===== src/rtl/mem_pkg.sv =====
// Shared constants for the paged memory mapper: I/O port decode, divMMC automap
// trap addresses, SRAM region tags and the automap state type.
package mem_pkg;

    // 0x7FFD is partially decoded: selected whenever A15=0 and A1=0
    localparam logic [15:0] P7FFD_MASK    = 16'h8002;
    localparam logic [7:0]  PE3_ADDR      = 8'hE3;

    localparam int          N_TRAPS       = 6;
    localparam logic [N_TRAPS*16-1:0] TRAP_LIST = {
        16'h0562, 16'h04C6, 16'h0066, 16'h0038, 16'h0008, 16'h0000
    };
    localparam logic [7:0]  TRAP_ROM3_HI  = 8'h3D;
    localparam logic [15:0] TRAP_OFF_BASE = 16'h1FF8;

    localparam logic        RAM_REGION    = 1'b0;
    localparam logic        DIV_REGION    = 1'b1;
    localparam logic [2:0]  BANK_4000     = 3'd5;
    localparam logic [2:0]  BANK_8000     = 3'd2;
    localparam int          MAPRAM_PAGE   = 3;

    typedef enum logic {
        AM_OFF = 1'b0,
        AM_ON  = 1'b1
    } automap_state_e;

    function automatic logic is_port_7ffd(input logic [15:0] addr);
        return (addr & P7FFD_MASK) == 16'h0000;
    endfunction

endpackage


===== src/rtl/div_automap.sv =====
// divMMC automap state machine: M1-driven entry/exit traps with one-fetch
// deferred map/unmap, plus the immediate ROM3 0x3Dxx entry.
module div_automap
    import mem_pkg::*;
(
    input  logic        clock,
    input  logic        reset,
    input  logic        m1Rd,
    input  logic [15:0] cpuA,
    input  logic        romPage,
    output logic        map
);

    automap_state_e     state_q, state_d;
    logic               pend_on_q, pend_on_d;
    logic               pend_off_q, pend_off_d;
    logic [N_TRAPS-1:0] trap_hit;
    logic               hit_entry;
    logic               hit_rom3;
    logic               hit_exit;

    genvar gi;
    generate
        for (gi = 0; gi < N_TRAPS; gi++) begin : g_trap
            assign trap_hit[gi] = (cpuA == TRAP_LIST[gi*16 +: 16]);
        end
    endgenerate

    assign hit_entry = |trap_hit;
    assign hit_rom3  = (cpuA[15:8] == TRAP_ROM3_HI) && romPage;
    assign hit_exit  = (cpuA[15:3] == TRAP_OFF_BASE[15:3]);

    always_ff @(posedge clock or negedge reset) begin
        if (!reset) begin
            state_q    <= AM_OFF;
            pend_on_q  <= 1'b0;
            pend_off_q <= 1'b0;
        end else begin
            state_q    <= state_d;
            pend_on_q  <= pend_on_d;
            pend_off_q <= pend_off_d;
        end
    end

    // Pending flags from the previous fetch are consumed first; traps seen on
    // this fetch then overwrite them, and the ROM3 entry beats any exit trap.
    always_comb begin
        state_d    = state_q;
        pend_on_d  = pend_on_q;
        pend_off_d = pend_off_q;
        if (m1Rd) begin
            case (state_q)
                AM_OFF:  if (pend_on_q)  state_d = AM_ON;
                AM_ON:   if (pend_off_q) state_d = AM_OFF;
                default: state_d = AM_OFF;
            endcase
            if (pend_on_q)
                state_d = AM_ON;
            pend_on_d  = hit_entry;
            pend_off_d = hit_exit && !hit_rom3;
            if (hit_rom3)
                state_d = AM_ON;
        end
    end

    assign map = (state_q == AM_ON);

endmodule


===== src/rtl/mem_mapper.sv =====
// Paged memory mapper for the 128K machine: 0x7FFD paging with lock, SRAM/ROM decode
// and, when MEM_MAPPER_DIVMMC_EN is defined, the divMMC 0xE3 port and automap.
module mem_mapper
    import mem_pkg::*;
#(
    parameter int RAM_AW    = 21,
    parameter int BANK_BITS = 3,
    parameter int DIV_BITS  = 4
) (
    input  logic              clock,
    input  logic              reset,
    input  logic [15:0]       cpuA,
    input  logic [7:0]        cpuDi,
    input  logic              cpuWe,
    input  logic              ioWr,
    input  logic              m1Rd,
    output logic              romSel,
    output logic              romPage,
    output logic              divRomSel,
    output logic              divMap,
    output logic              vidBank,
    output logic              ramWe,
    output logic [RAM_AW-1:0] ramA
);

    logic [7:0]           p7ffd_q, p7ffd_d;
    logic                 lock_q, lock_d;
    logic                 wr_7ffd;
    logic [4:0]           bank_full;
    logic [BANK_BITS-1:0] bank_c000;
    logic [BANK_BITS-1:0] sel_bank;
    logic [RAM_AW-1:0]    bank_addr;

    logic                 div_active;
    logic                 div_lo_ram;
    logic                 div_hi_wp;
    logic [RAM_AW-1:0]    div_addr;
    logic [RAM_AW-1:0]    mapram_addr;

    assign wr_7ffd = ioWr && is_port_7ffd(cpuA) && !lock_q;

    always_comb begin
        p7ffd_d = p7ffd_q;
        lock_d  = lock_q;
        if (wr_7ffd) begin
            p7ffd_d = cpuDi;
            lock_d  = cpuDi[5];
        end
    end

    always_ff @(posedge clock or negedge reset) begin
        if (!reset) begin
            p7ffd_q <= 8'h00;
            lock_q  <= 1'b0;
        end else begin
            p7ffd_q <= p7ffd_d;
            lock_q  <= lock_d;
        end
    end

    assign bank_full = {p7ffd_q[7:6], p7ffd_q[2:0]};
    assign bank_c000 = bank_full[BANK_BITS-1:0];
    assign romPage   = p7ffd_q[4];
    assign vidBank   = p7ffd_q[3];

    always_comb begin
        case (cpuA[15:14])
            2'b01:   sel_bank = BANK_BITS'(BANK_4000);
            2'b10:   sel_bank = BANK_BITS'(BANK_8000);
            default: sel_bank = bank_c000;
        endcase
    end

    assign bank_addr = {RAM_REGION, (RAM_AW-1)'({sel_bank, cpuA[13:0]})};

`ifdef MEM_MAPPER_DIVMMC_EN
    logic [7:0]          div_ctrl_q, div_ctrl_d;
    logic                mapram_q, mapram_d;
    logic                wr_e3;
    logic                auto_map;
    logic                conmem;
    logic [DIV_BITS-1:0] div_page;
    logic                unused_bits;

    assign wr_e3 = ioWr && (cpuA[7:0] == PE3_ADDR);

    // MAPRAM can only be set; it is cleared by reset alone.
    always_comb begin
        div_ctrl_d = div_ctrl_q;
        mapram_d   = mapram_q;
        if (wr_e3) begin
            div_ctrl_d = cpuDi;
            mapram_d   = mapram_q | cpuDi[6];
        end
    end

    always_ff @(posedge clock or negedge reset) begin
        if (!reset) begin
            div_ctrl_q <= 8'h00;
            mapram_q   <= 1'b0;
        end else begin
            div_ctrl_q <= div_ctrl_d;
            mapram_q   <= mapram_d;
        end
    end

    div_automap u_automap (
        .clock   (clock),
        .reset   (reset),
        .m1Rd    (m1Rd),
        .cpuA    (cpuA),
        .romPage (p7ffd_q[4]),
        .map     (auto_map)
    );

    assign conmem      = div_ctrl_q[7];
    assign div_active  = auto_map | conmem;
    assign div_page    = div_ctrl_q[DIV_BITS-1:0];
    assign div_lo_ram  = mapram_q && !conmem;
    assign div_hi_wp   = div_lo_ram && (div_page == DIV_BITS'(MAPRAM_PAGE));
    assign div_addr    = {DIV_REGION, (RAM_AW-1)'({div_page, cpuA[12:0]})};
    assign mapram_addr = {DIV_REGION, (RAM_AW-1)'({DIV_BITS'(MAPRAM_PAGE), cpuA[12:0]})};
    assign divMap      = div_active;
    assign unused_bits = ^{bank_full, p7ffd_q[5], div_ctrl_q};
`else
    logic unused_bits;

    assign div_active  = 1'b0;
    assign div_lo_ram  = 1'b0;
    assign div_hi_wp   = 1'b0;
    assign div_addr    = '0;
    assign mapram_addr = '0;
    assign divMap      = 1'b0;
    assign unused_bits = ^{bank_full, p7ffd_q[5], m1Rd};
`endif

    // Lower 16K: divMMC overlay first, then the system ROM; RAM banks above.
    always_comb begin
        romSel    = 1'b0;
        divRomSel = 1'b0;
        ramWe     = cpuWe;
        ramA      = bank_addr;
        if (cpuA[15:14] == 2'b00) begin
            if (div_active && !cpuA[13]) begin
                ramWe = 1'b1;
                if (div_lo_ram)
                    ramA = mapram_addr;
                else
                    divRomSel = 1'b1;
            end else if (div_active) begin
                ramA = div_addr;
                if (div_hi_wp)
                    ramWe = 1'b1;
            end else begin
                romSel = 1'b1;
                ramWe  = 1'b1;
            end
        end
    end

endmodule


===== config.mk =====
export PLATFORM = sky130hd
export DESIGN_NAME = mem_mapper
export DESIGN_NICKNAME = d
export VERILOG_FILES = /design/src/rtl/mem_pkg.sv /design/src/rtl/div_automap.sv /design/src/rtl/mem_mapper.sv
export SDC_FILE = /design/constraint.sdc
export NUM_CORES = 1
export LEC_CHECK = 0
export CAP_MARGIN = 30
export CORE_ASPECT_RATIO = 1.4
export CORE_MARGIN = 2
export CORE_UTILIZATION = 23
export DETAILED_ROUTE_END_ITERATION = 10
export PLACE_DENSITY_LB_ADDON = 0.08
export SLEW_MARGIN = 0
export SYNTH_ARGS = -nofsm -noshare
export SYNTH_HDL_FRONTEND = slang
export SYNTH_SLANG_ARGS = --single-unit

===== constraint.sdc =====
create_clock -name clock -period 1.1 [get_ports clock]
set_input_delay 0.22 -clock clock [delete_from_list [all_inputs] [get_ports clock]]
set_output_delay 0.22 -clock clock [all_outputs]
set_load 0.01 [all_outputs]

==> flow_results.org <==
** Logic synthesis
- Summing every instance area after synthesis gives 480.5 um^2.
- By area, the combinational part of the netlist is dominated by buffers and inverters.
- Of the total synthesized cell area, the portion taken by full adders, half adders and majority gates is 0.07813.
- In this run, distinct cell masters in the synthesized netlist total 12.
- Basic-gate share of the synthesized area counting and, or, nand and nor cells :: 0.07812
- Counting every instance in the synthesized netlist gives 47.
- Multiplexer fraction of the synthesized cell area :: 0.1406
- Synth top area cells :: buf_4 (31%), dfrtp_1 (31%), mux2_2 (14%), ha_1 (7.8%), nor4b_4 (4.9%)
- Synth area leader :: buf_4
- Synthesized-area fraction occupied by xor and xnor cells :: 0
- Flop and latch count out of synthesis :: 6
- Yosys synthesis warning count :: 0
- After synthesis, the mean cell area works out to 10.22 um^2.
- Complex-gate fraction of the synthesized area :: 0.03906
- Share of the yosys chip area belonging to registers :: 0.3125
- The share of synthesized area in the top cell type comes to 0.3125.

** Layout
- The filler cells instantiated in the layout total 227.
- Leaving out filler cells and counting taps, the final layout contains 82.
- Count of antenna diodes in the layout :: 0
- Highest-count cells in the layout ignoring fill and taps :: clkdlybuf4s50_1 (7), mux2_4 (6), conb_1 (6), dfrtp_1 (6)
- Sequential cell area :: 150.1 um^2
- In the final design database the tool counted 95 nets.
- Leaving out fill and tap cells, the most frequent cell in the layout is clkdlybuf4s50_1.
- Of the cells placed in the final design, the portion with a size suffix greater than 1 is 0.4754.
- Total area of multi-input combinational cells :: 221.5 um^2
- Area grow syn2layout :: 39.06%

** Clocking
- CTS tree :: built
- Counting every sink on the clock net gives 6.
- Clock Path Buffers :: 2
- Source-to-sink clock delay at the later pin of the worst-skew pair :: 240 ps
- After clock tree synthesis, the clock-pin slew on the worst setup and hold paths is 50 ps.
- The tree is rooted in a clkbuf_4.
- Number of clock buffers inserted by TritonCTS :: 3
- CTS built an H-tree with a depth of 1.

** Timing
- Final slew viol count :: 0
- Final Skew :: 2.522 ps
- Setup violations remaining at the end of the flow were counted as 8.
- Post-route minimum period :: 1238 ps
- Final Cycle Share :: 1.125
- Setup repair after global routing could not meet its margin everywhere.
- Fmax :: 0.8078 GHz
- The number of hold violations in the final report is 0.
- PnR worst setup slack :: -137.9 ps

** Worst setup path
- Data on the critical path is required at its endpoint by 880 ps.
- In this run the worst path has a maximum fanout of 4.
- The worst setup path is captured at an output pin.
- The worst register-to-register path has a depth of 3.
- The worst setup path is launched from a primary input.
- Critical path arrival :: 1020 ps
- The worst setup path is of the in -> out kind.
- Setup slack of the worst register-to-register path :: -110 ps

** Place
- OpenSTA, run right after detailed placement, puts the worst setup slack at -968.6 ps.
- Half-perimeter wire length after detailed placement :: 690.5 um
- Count of placed standard cells including taps :: 78
- Global placer's final weighted congestion :: 0.5736
- Total of buffers placed on input and output ports :: 20

** Route
- Antenna Violating Nets Remaining :: 0
- Final WL :: 856 um
- Drt drc :: 0
- For this run, the detailed router's first-pass iteration total came to 1.
- Detail-routed via count per cell :: 3.939
- In this run, the number of DRC markers left after iteration 0 of detailed routing was 0.
- Wire length per cell after detailed routing :: 10.44 um
- Detailed-route via count :: 323

** Floorplan
- Effective utilization at floorplan :: 0.2435
- The floorplan step set the die width to 42.63 um.
- The die covers 2476 um^2.
- The total area inside the core boundary comes to 1973 um^2.
- I/O pin count :: 56
- Y dimension of the die :: 58.08 um
- Rows :: 19

** Global routing
- The first global-routing pass estimated 1449 um of wire.
- Pin count of the biggest net entering global routing :: 7
- Number of antenna violations at the first check in global routing :: 0
- Number of global-route vias before repair :: 348
- Remaining global-route overflow :: 0
- Combined global-route utilization of all metal layers :: 0.07736

** Pwr
- Peak supply drop :: 0.5792 mV
- Cell leakage power :: 0.0003335 uW
- Power spread over the standard cell area amounts to 1368 nW/um^2.

** Run status
- Failing checks :: setup timing
- The flow ran to the end, but the final reports show violations.

** Min path
- The tightest min-delay check is of the in -> async type.

** Run
- Maxcap violations :: 0
-- report_power, final --
group / switching [uW] / total (uW) / internal, uW / leakage (uW)
Combinational: 132 / 380 / 248 / 0.000251
Clock: 80.2 / 204 / 123 / 0.0000138
Sequential: 38.9 / 331 / 292 / 0.0000692
Total: 251 / 914 / 663 / 0.000333
-- layer usage --
metal,vias up,global-route usage,share of wire
li1,154,-,-
met1,154,0.07238,0.35
met2,15,0.1429,0.57
met3,0,0.01558,0.079
met4,0,0.05804,0
met5,-,0,0
-- logic make-up after synthesis --
kind of cell / after synthesis
AO/OA/AOI/OAI: 3
adder cells (fa/ha/maj): 3
buffers and inverters: 24
flip-flops: 6
multiplexers: 6
other: 1
AND/OR/NAND/NOR: 4
-- final cells by class --
type,count,area share
timing repair buffer,26,0.3408
multi-input combinational,22,0.3315
sequential,6,0.2247
tap,21,0.03933
clock buffer,3,0.03371
inverter,4,0.02996
-- worst paths after layout --
path                             from    endpoint
setup / recovery             cpuA[14]    ramA[15]
hold / removal                  reset  p7ffd_q[1]
setup reg to reg               lock_q  p7ffd_q[0]
hold reg to reg            p7ffd_q[0]  p7ffd_q[0]
max in group asynchronous       reset  p7ffd_q[2]
min in group clock            cpuA[0]     ramA[0]
-- critical path, stage by stage --
cell    delay [ps]
buf_6           80
inv_4           30
ha_4           270
mux2_4         300
buf_6          120
-- flip-flops by register name (all words and copies together) (netlist names) --
register	count
p7ffd_q	5
lock_q	1
-- metrics by stage --
stage | hold slack [ps] | total power [uW] | util | cell area (um^2) | TNS (ps)
floorplan | -75.59 | 545.6 | - | 515.5 | -475.5
global placement | 440.1 | 697.0 | 0.3190 | 629.4 | -7871
detailed placement | 440.1 | 693.4 | 0.3190 | 629.4 | -7811
CTS | 219.2 | 928.4 | 0.3386 | 668.1 | -835.5
global route | 235.4 | 983.4 | 0.3386 | 668.1 | -1048
finish | 216.7 | 914.2 | 0.3386 | 668.1 | -723.8
-- cells in the mapped netlist, drive strengths merged --
| master | count |
|---|---|
| mux2 | 6 |
| ha | 3 |
| nand2 | 1 |
| dfrtp | 6 |
| inv | 4 |
| conb | 1 |
| nor2 | 1 |
| buf | 20 |
| o21ai | 2 |
| or2 | 1 |
| nor4b | 1 |
| a31o | 1 |
-- what timing repair did --
action                                  CTS  global route
pin swaps                                 2             1
setup buffers                             0             1
endpoints found under the setup margin   13            10
resized for setup                        48             3
gates cloned                              0             0
hold buffers                              0             0
Note: power is estimated with default switching activity, not from simulation.
